## src/rtl/multicycle_control_32.sv

```systemverilog
// rtl/multicycle_control_32.sv - multi-cycle MIPS sequencer FSM with memory ready handshake
module multicycle_control_32 #(
    parameter int STATE_W = 4,
    parameter int OP_W    = 6
) (
    input  logic               clk,
    input  logic               rst,
    input  logic [OP_W-1:0]    opcode,
    input  logic [OP_W-1:0]    funct,
    input  logic               mem_ready,
    output logic               pc_write,
    output logic               pc_write_cond,
    output logic               i_or_d,
    output logic               mem_read,
    output logic               mem_write,
    output logic               ir_write,
    output logic [1:0]         mem_toreg,
    output logic [1:0]         reg_dst,
    output logic               reg_write,
    output logic               alu_src_a,
    output logic [1:0]         alu_src_b,
    output logic [1:0]         alu_op,
    output logic [1:0]         pc_source,
    output logic               instr_done,
    output logic               err_illegal_opcode,
    output logic [STATE_W-1:0] state
);

    localparam logic [OP_W-1:0] OP_RTYPE = 6'b000000;
    localparam logic [OP_W-1:0] OP_LW    = 6'b100011;
    localparam logic [OP_W-1:0] OP_SW    = 6'b101011;
    localparam logic [OP_W-1:0] OP_BEQ   = 6'b000100;
    localparam logic [OP_W-1:0] OP_ADDI  = 6'b001000;
    localparam logic [OP_W-1:0] OP_J     = 6'b000010;
    localparam logic [OP_W-1:0] OP_JAL   = 6'b000011;
    localparam logic [OP_W-1:0] FN_JR    = 6'b001000;

    typedef enum logic [STATE_W-1:0] {
        S_FETCH     = 4'd0,
        S_DECODE    = 4'd1,
        S_MEM_ADDR  = 4'd2,
        S_MEM_RD    = 4'd3,
        S_MEM_WB    = 4'd4,
        S_MEM_WR    = 4'd5,
        S_R_EXEC    = 4'd6,
        S_R_WB      = 4'd7,
        S_BEQ       = 4'd8,
        S_JUMP      = 4'd9,
        S_ADDI_EXEC = 4'd10,
        S_ADDI_WB   = 4'd11,
        S_JAL       = 4'd12,
        S_JR        = 4'd13,
        S_ERROR     = 4'd14,
        S_UNUSED    = 4'd15
    } state_t;

    state_t state_q, state_d;

    // State register; reset always lands in FETCH
    always_ff @(posedge clk) begin
        if (rst) begin
            state_q <= S_FETCH;
        end else begin
            state_q <= state_d;
        end
    end

    // Next state and per-state strobes; reset forces everything quiet
    always_comb begin
        state_d            = S_FETCH;
        pc_write           = 1'b0;
        pc_write_cond      = 1'b0;
        i_or_d             = 1'b0;
        mem_read           = 1'b0;
        mem_write          = 1'b0;
        ir_write           = 1'b0;
        mem_toreg          = 2'b00;
        reg_dst            = 2'b00;
        reg_write          = 1'b0;
        alu_src_a          = 1'b0;
        alu_src_b          = 2'b00;
        alu_op             = 2'b00;
        pc_source          = 2'b00;
        instr_done         = 1'b0;
        err_illegal_opcode = 1'b0;
        if (!rst) begin
            unique case (state_q)
                S_FETCH: begin
                    mem_read  = 1'b1;
                    alu_src_b = 2'b01;
                    ir_write  = mem_ready;
                    pc_write  = mem_ready;
                    state_d   = mem_ready ? S_DECODE : S_FETCH;
                end
                S_DECODE: begin
                    alu_src_b = 2'b11;
                    case (opcode)
                        OP_LW, OP_SW: state_d = S_MEM_ADDR;
                        OP_RTYPE:     state_d = (funct == FN_JR) ? S_JR : S_R_EXEC;
                        OP_BEQ:       state_d = S_BEQ;
                        OP_ADDI:      state_d = S_ADDI_EXEC;
                        OP_J:         state_d = S_JUMP;
                        OP_JAL:       state_d = S_JAL;
                        default:      state_d = S_ERROR;
                    endcase
                end
                S_MEM_ADDR: begin
                    alu_src_a = 1'b1;
                    alu_src_b = 2'b10;
                    state_d   = (opcode == OP_LW) ? S_MEM_RD : S_MEM_WR;
                end
                S_MEM_RD: begin
                    mem_read = 1'b1;
                    i_or_d   = 1'b1;
                    state_d  = mem_ready ? S_MEM_WB : S_MEM_RD;
                end
                S_MEM_WB: begin
                    reg_write  = 1'b1;
                    mem_toreg  = 2'b01;
                    instr_done = 1'b1;
                end
                S_MEM_WR: begin
                    mem_write  = 1'b1;
                    i_or_d     = 1'b1;
                    instr_done = mem_ready;
                    state_d    = mem_ready ? S_FETCH : S_MEM_WR;
                end
                S_R_EXEC: begin
                    alu_src_a = 1'b1;
                    alu_op    = 2'b10;
                    state_d   = S_R_WB;
                end
                S_R_WB: begin
                    reg_write  = 1'b1;
                    reg_dst    = 2'b01;
                    instr_done = 1'b1;
                end
                S_BEQ: begin
                    alu_src_a     = 1'b1;
                    alu_op        = 2'b01;
                    pc_write_cond = 1'b1;
                    pc_source     = 2'b01;
                    instr_done    = 1'b1;
                end
                S_JUMP: begin
                    pc_write   = 1'b1;
                    pc_source  = 2'b10;
                    instr_done = 1'b1;
                end
                S_ADDI_EXEC: begin
                    alu_src_a = 1'b1;
                    alu_src_b = 2'b10;
                    state_d   = S_ADDI_WB;
                end
                S_ADDI_WB: begin
                    reg_write  = 1'b1;
                    instr_done = 1'b1;
                end
                S_JAL: begin
                    pc_write   = 1'b1;
                    pc_source  = 2'b10;
                    reg_write  = 1'b1;
                    reg_dst    = 2'b10;
                    mem_toreg  = 2'b10;
                    instr_done = 1'b1;
                end
                S_JR: begin
                    pc_write   = 1'b1;
                    pc_source  = 2'b11;
                    instr_done = 1'b1;
                end
                S_ERROR: begin
                    // Parked until reset so the flag stays up
                    err_illegal_opcode = 1'b1;
                    state_d            = S_ERROR;
                end
                default: state_d = S_FETCH;
            endcase
        end
    end

    assign state = rst ? '0 : state_q;

endmodule
```

## config.mk

```make
export PLATFORM = sky130hd
export DESIGN_NAME = multicycle_control_32
export DESIGN_NICKNAME = d
export VERILOG_FILES = /design/src/rtl/multicycle_control_32.sv
export SDC_FILE = /design/constraint.sdc
export NUM_CORES = 1
export LEC_CHECK = 0
export CAP_MARGIN = 20
export CORE_AREA = 2 2 46 48
export DETAILED_ROUTE_END_ITERATION = 7
export DIE_AREA = 0 0 48 50
export PLACE_DENSITY = 0.83
export SLEW_MARGIN = 20
export SYNTH_ARGS = -nofsm -noshare
export SYNTH_HDL_FRONTEND = slang
export SYNTH_SLANG_ARGS = --single-unit
```

## constraint.sdc

```tcl
create_clock -name clk -period 1.48 [get_ports clk]
set_input_delay 0.296 -clock clk [delete_from_list [all_inputs] [get_ports clk]]
set_output_delay 0.296 -clock clk [all_outputs]
set_load 0.05 [all_outputs]
```

==> impl_results.md, run 1 <==
- Outcome: aborted with a tool error
- Failed at: clock tree synthesis
- Run Error: [ERROR DPL-0038] Utilization greater than 100%, impossible to legalize
- Synth Area in Compound Gates: 25.4%
- Post-synthesis mux area share: 1.67%
- FP Rows: 16
- Initial core utilization: 35.5%
- Largest family of logic cells by synthesized area: simple AND/OR/NAND/NOR gates
- Synth top area share: 11.9%
- Synthesized area per cell: 6.42 um2
- # clock sinks: 4
- Synth Net Count: 120
- Post-CTS Hold Buffers: 0
- Global placement routability congestion: 0.838
- Primary FF master, synth: dfxtp_1
- Synth area leader: dfxtp_1
- Adder-Cell Fraction of Synth Area: 0%
- Synth Instances: 105
- Post-synth EDFFs: 0
- Ys async rst share: 0%
- Clk buf depth: 2
- Synth top area cells: dfxtp_1 (12%), nor2_1 (11%), clkbuf_8 (6.1%), a21oi_1 (5.2%), nor3_1 (5.2%)
- Distinct cells, synth: 34
- Clk root buf: clkbuf_4
- Netlist Area Pre-Place: 674 um2
- CTS resizes: 58
- Setup bufs post-CTS: 9
- Seq cells post-synth: 4
- Count leader, synth: nor2_1
- Post-DP HPWL: 3260 um
- Simple-gate portion of the synthesized area: 46.9%
- Top cells by count, synth: nor2_1 (20), a21oi_1 (7), nand2_1 (7), nor3_1 (7), nand2b_1 (5)
- Die X: 48 um
- Num CTS Buffers: 3
- I/O Pins: 39
- IO buf count: 38
- Share of the yosys chip area belonging to registers: 11.9%
- Warnings, synthesis: 0
- XOR/XNOR Fraction of Synth Area: 3.90%
- H-tree levels: 1
- Die height: 50 um
[per-stage QoR]
stage | hold slack (ps) | std cells | setup TNS (ps) | setup WS, ps | cell area (um2)
after global placement | 545 | 198 | -8560 | -446 | 1750
after detailed placement | 561 | 198 | -9850 | -580 | 1750
after floorplan | 469 | 105 | -1090 | -232 | 953
[logic make-up after synthesis]
| kind of cell | count (synthesis) |
|---|---|
| AO/OA/AOI/OAI | 26 |
| XOR/XNOR | 3 |
| buffers and inverters | 10 |
| flip-flops | 4 |
| multiplexers | 1 |
| AND/OR/NAND/NOR | 61 |
==> run 2, diff against run 1 <==
CORE_AREA = 2 2 63 65   (was 2 2 46 48)
DIE_AREA = 0 0 65 67   (was 0 0 48 50)
PLACE_DENSITY = unset   (was 0.83)
PLACE_DENSITY_LB_ADDON = 0.15   (was unset)
==> run 2 against run 1 <==
Effect of this change:
- the flow now finishes, with violations (negative setup slack)
- synthesized cell count unchanged
- area after synthesis unchanged
==> impl_results.md, run 2 <==
- Grt ovf: 0
- Share of the yosys chip area belonging to registers: 11.9% (unchanged)
- Synth top area cells: dfxtp_1 (12%), nor2_1 (11%), clkbuf_8 (6.1%), a21oi_1 (5.2%), nor3_1 (5.2%) (unchanged)
- Max-cap violations: 0
- I/O Pins: 39 (unchanged)
- Die area: 0.00436 mm2
- Count leader, synth: nor2_1 (unchanged)
- Total track usage: 14.3%
- Distinct cells, synth: 34 (unchanged)
- IO buf count: 38 (unchanged)
- Initial DRC count: 17
- Clk root buf: clkbuf_8 (was clkbuf_4)
- Routed len/inst: 12.1 um
- Met3 usage: 2.36%
- Ys async rst share: 0% (unchanged)
- Vias post-DR: 1093
- Initial core utilization: 18.7% (was 35.5%)
- Die X: 65 um (was 48 um)
- Clk Latency, worst-skew pair: 220 ps
- Core area: 0.00361 mm2
- Synth top area share: 11.9% (unchanged)
- Diode count: 0
- CP endpoint kind: output port
- FP Rows: 22 (was 16)
- Synth Net Count: 120 (unchanged)
- Total wire length: 2920 um
- Clk buf depth: 2 (unchanged)
- Outcome: finished, violations left (was aborted with a tool error)
- Peak supply drop: 0.525 mV
- CTS tree: built
- Fin nets: 210
- Post-route ant nets: 0
- Post-DP HPWL: 2200 um (was 3260 um)
- RSZ-0062 raised after global routing: true
- Max_slew headroom: 81.7%
- Vias in the first global route: 1085
- Final setup fails: 21
- Global-route wire length before repair: 4870 um
- Placed cell areas: 0.00181 mm2 (was 0.00175 mm2)
- Critical path startpoint category: flip-flop
- Highest-count cells in the layout ignoring fill and taps: buf_4 (38), buf_12 (24), buf_6 (15), nor2_4 (12), clkdlybuf4s50_1 (6)
- Post-route insts no fill: 241
- Clock Skews: 5.61 ps
- Synth area leader: dfxtp_1 (unchanged)
- Synth Instances: 105 (unchanged)
- Fin. max-slew vios: 0
- Pre-antenna DRT Iters: 4
- Clock-pin slew on the worst setup and hold paths: 30 ps
- CP Max Fanout: 5
- CP required: 1180 ps
- Fin. Hold Viols: 0
- Reg with most FFs: state_q
- Worst Hold Class: reg -> reg
- Crit path time final: 1700 ps
- Fraction of layout cells with a size suffix above 1: 69.9%
- Max frequency: 588 MHz
- Netlist Area Pre-Place: 674 um2 (unchanged)
- H-tree levels: 1 (unchanged)
- Met1 GRT Util: 15.5%
- Pleak: 0.842 nW
- Seq cells post-synth: 4 (unchanged)
- Dpl ws: -509 ps (was -580 ps)
- Initial antenna violation count: 0
- Grt met2 use: 28.5%
- Top cells by count, synth: nor2_1 (20), a21oi_1 (7), nand2_1 (7), nor3_1 (7), nand2b_1 (5) (unchanged)
- Synthesized area per cell: 6.42 um2 (unchanged)
- Busiest grt layer: met2
- Vias/cell: 4.54
- WP data arrival: 1400 ps
- Post-synth EDFFs: 0 (unchanged)
- Failing checks: negative setup slack
- Post-synthesis to final-layout area growth: 221%
- Post-placement cell count: 223 (was 198)
- Setup TNS: -2650 ps
- Num CTS Buffers: 3 (unchanged)
- P per Cell Area: 1600 mW/mm2
- # clock sinks: 4 (unchanged)
- Primary FF master, synth: dfxtp_1 (unchanged)
- Least-Margin Pin Slew: 270 ps
- Warnings, synthesis: 0 (unchanged)
- Die height: 67 um (was 50 um)
- Fill cells: 306
- Max FFs per register: 4
- Remaining DRCs: 0
- Cell area after layout: 0.00217 mm2
- Largest net degree at the start of global routing: 12
- Biggest registers after layout: state_q: 4 flops
- Global placement routability congestion: 0.825 (was 0.838)
- Commonest non-fill, non-tap cell in the layout: buf_4
- Final WS setup: -219 ps
- Crit Path Category: reg -> out
- Final Util: 60.1%
- Fin crit share: 115%
run 2: cell counts after synthesis:
No cell type changed its count.
run 2: cell families after synthesis:
kind of cell	count (synthesis)	share of synthesized area [%]
simple gates	61	46.9
compound gates	26	25.4
buf+inv	10	10.2
mux	1	1.67
flops	4	11.9
xor+xnor	3	3.90
run 2: through the flow:
| step | power [mW] | hold slack (ps) |
|---|---|---|
| finish | 3.47 | 566 |
| global route | 3.68 | 611 |
| CTS | 3.31 | 572 |
| detailed placement | 2.67 | 572 |
| global placement | 2.66 | 548 |
| floorplan | 1.75 | 469 |
run 2: path summary, 6_finish.rpt:
check	from	endpoint	slack [ps]	cells after the start
setup / recovery	state_q[0]	mem_toreg[1]	-220	4
hold / removal	state_q[1]	state_q[0]	570	2
setup reg to reg	state_q[0]	state_q[0]	140	7
hold reg to reg	state_q[1]	state_q[0]	570	2
run 2: metal layers:
| metal | routed length, um | vias up |
|---|---|---|
| met5 | 0 | - |
| met1 | 1130 | 508 |
| met2 | 1700 | 25 |
| met4 | 0 | 0 |
| met3 | 89 | 0 |
| li1 | - | 560 |
run 2: timing repair:
item                                    4_1_cts  5_1_grt
pin swaps                                    18       12
hold buffers                                  0        0
gates resized for setup                      46       18
setup buffers                                12        3
endpoints found under the setup margin       28       26
run 2: final cells by class:
type                    instances  area (um2)  area share, %
well taps                      48        60.1           2.77
flip-flops and latches          4        92.6           4.27
repair buffers                 92        1080           50.0
multi-input cells              91         878           40.5
inverters                       3        11.3          0.520
clock buffers                   3        41.3           1.91
run 2: critical path, stage by stage, from the launching register on:
cell and delay (ps):
dfxtp_2 330, or3_4 440, buf_4 160, nor2_4 110
buf_12 140
run 2: power breakdown:
| group | total (mW) | internal (mW) | switching [mW] |
|---|---|---|---|
| Sequential | 0.267 | 0.170 | 0.0972 |
| Combinational | 2.97 | 1.53 | 1.44 |
| Clock | 0.226 | 0.173 | 0.0528 |
No activity file was read; power rests on OpenSTA's default activity.
==> run 3, diff against run 2 <==
RECOVER_POWER = 50   (was unset)
==> run 3 against run 2 <==
Effect of this change:
- the run still ends with negative setup slack left
- cell count is the same
- core utilization fell by 0.24 points
- register-to-register slack is essentially flat
- sequential cell count unchanged
- fmax about the same
- critical path type unchanged
==> impl_results.md, run 3 (synthesis results as in run 2) <==
- Clock-pin slew on the worst setup and hold paths: 30 ps (about the same)
- Commonest non-fill, non-tap cell in the layout: buf_4 (unchanged)
- FP Rows: 22 (unchanged)
- Post-route ant nets: 0 (unchanged)
- Remaining DRCs: 0 (unchanged)
- Total wire length: 2920 um (about the same)
- WP data arrival: 1400 ps (about the same)
- Peak supply drop: 0.522 mV (was 0.525 mV)
- Post-DP HPWL: 2200 um (unchanged)
- P per Cell Area: 1600 mW/mm2 (about the same)
- Comb power frac: 85.7% (was 85.8%)
- Hold Slack: 566 ps (about the same)
- Reg with most FFs: state_q (unchanged)
- Max_slew headroom: 81.7% (unchanged)
- Fin. Hold Viols: 0 (unchanged)
- Critical-path top delay cell: or3_4 (unchanged)
- Clk buf depth: 2 (unchanged)
- Clk Latency, worst-skew pair: 220 ps (about the same)
- CP max stage delay: 440 ps (about the same)
- Setup TNS: -2650 ps (about the same)
- Worst Hold Class: reg -> reg (unchanged)
- Wl on met1: 1150 um (was 1130 um)
- Num CTS Buffers: 3 (unchanged)
- Pre-antenna DRT Iters: 4 (unchanged)
- Die area: 0.00436 mm2 (unchanged)
- Fraction of layout cells with a size suffix above 1: 69.4% (was 69.9%)
- Routed len/inst: 12.1 um (about the same)
- Vias in the first global route: 1085 (unchanged)
- Highest routed layer: met3 (unchanged)
- Failing checks: negative setup slack (unchanged)
- Die height: 67 um (unchanged)
- Sequential power share: 7.7% (about the same)
- Total track usage: 14.3% (unchanged)
- Fin crit share: 115% (about the same)
- I/O Pins: 39 (unchanged)
- RSZ-0062 raised after global routing: true (unchanged)
- Wire length on met3: 81 um (was 89 um)
- Fin nets: 210 (unchanged)
- Final setup fails: 21 (unchanged)
- Post-synthesis to final-layout area growth: 220% (was 221%)
- Clk root buf: clkbuf_8 (unchanged)
- Max-cap violations: 0 (unchanged)
- Switching Power: 1.59 mW (about the same)
- Largest net degree at the start of global routing: 12 (unchanged)
- Met2 WL: 1690 um (was 1700 um)
- Highest-count cells in the layout ignoring fill and taps: buf_4 (38), buf_12 (23), buf_6 (15), nor2_4 (12), clkdlybuf4s50_1 (6) (was buf_4 (38), buf_12 (24), buf_6 (15), nor2_4 (12), clkdlybuf4s50_1 (6))
- Outcome: finished, violations left (unchanged)
- Initial core utilization: 18.7% (unchanged)
- Initial antenna violation count: 0 (unchanged)
- Dpl ws: -509 ps (unchanged)
- Worst path cell trace: or3_4, buf_4, nor2_4, buf_12 (unchanged)
- IO buf count: 38 (unchanged)
- Internal power: 1.87 mW (about the same)
- # clock sinks: 4 (unchanged)
- Least-Margin Pin Slew: 270 ps (unchanged)
- Core area: 0.00361 mm2 (unchanged)
- Crit path time final: 1700 ps (about the same)
- CP endpoint kind: output port (unchanged)
- Max FFs per register: 4 (unchanged)
- Clock Skews: 5.62 ps (was 5.61 ps)
- CP required: 1180 ps (about the same)
- Max frequency: 588 MHz (about the same)
- Diode count: 0 (unchanged)
- Crit Path Category: reg -> out (unchanged)
- Global placement routability congestion: 0.825 (unchanged)
- Fin. max-slew vios: 0 (unchanged)
- Sw Ratio: 46.0% (was 45.9%)
- Vias/cell: 4.51 (was 4.54)
- Global-route wire length before repair: 4870 um (unchanged)
- Biggest registers after layout: state_q: 4 flops (unchanged)
- Die X: 65 um (unchanged)
- CTS tree: built (unchanged)
- Grt ovf: 0 (unchanged)
- Clock power share: 6.5% (about the same)
- Final WS setup: -219 ps (about the same)
- CP Max Fanout: 5 (unchanged)
- H-tree levels: 1 (unchanged)
- Pleak: 0.839 nW (was 0.842 nW)
- Vias post-DR: 1088 (was 1093)
- Critical path startpoint category: flip-flop (unchanged)
- Initial DRC count: 17 (unchanged)
-- run 3: cell count changes in the layout (fill, tap and decap cells not counted), sizes merged --
| cell | delta |
|---|---|
| clkbuf | +1 |
| buf | -1 |
-- run 3: power by group through the flow --
stage                     Sequential, mW  Combinational, mW  Clock, mW
final                              0.267               2.96      0.226
after global routing               0.276               3.15      0.243
after CTS                          0.274               2.81      0.231
after detailed placement           0.247               2.42          0
after global placement             0.248               2.41          0
after floorplan                    0.202               1.55          0
-- run 3: path summary, 6_finish.rpt --
kind / slack, ps / cells after the start / endpoint / startpoint
max reg2reg: 140 / 7 / state_q[0] / state_q[0]
min: 570 / 2 / state_q[0] / state_q[1]
max: -220 / 4 / mem_toreg[1] / state_q[0]
min reg2reg: 570 / 2 / state_q[0] / state_q[1]
-- run 3: worst max-delay path, delay by kind of cell (launching register included) --
family	cells	cell delay (ps)
buffers and inverters	2	300
DFF	1	330
and+or+nand+nor	2	550
-- run 3: layout make-up --
cell class	count	area [um2]
inverter	3	11.3
tap	48	60.1
multi-input combinational	91	876
fill	309	1450
clock buffer	3	41.3
sequential	4	92.6
timing repair buffer	92	1080
-- run 3: stage by stage --
| stage | instance area, um2 | utilization [%] | cells | power, mW |
|---|---|---|---|---|
| 2_1_floorplan | 953 | - | 105 | 1.75 |
| 3_3_place_gp | 1810 | 50.2 | 223 | 2.66 |
| 3_5_place_dp | 1810 | 50.2 | 223 | 2.67 |
| 4_1_cts | 2080 | 57.8 | 238 | 3.31 |
| 5_1_grt | 2160 | 59.9 | 241 | 3.67 |
| 6_report | 2160 | 59.9 | 241 | 3.46 |
-- run 3: metal layers --
metal	up-vias	global-route usage [%]
met5	-	0
met4	0	3.19
met3	0	2.36
met2	23	28.5
met1	506	15.5
li1	559	-
-- run 3: repair_timing --
action / in CTS / in global routing
hold buffers: 0 / 0
setup endpoints to repair: 28 / 26
resized for setup: 46 / 18
pin swaps: 18 / 12
setup buffers: 12 / 3
cloned: 0 / 0
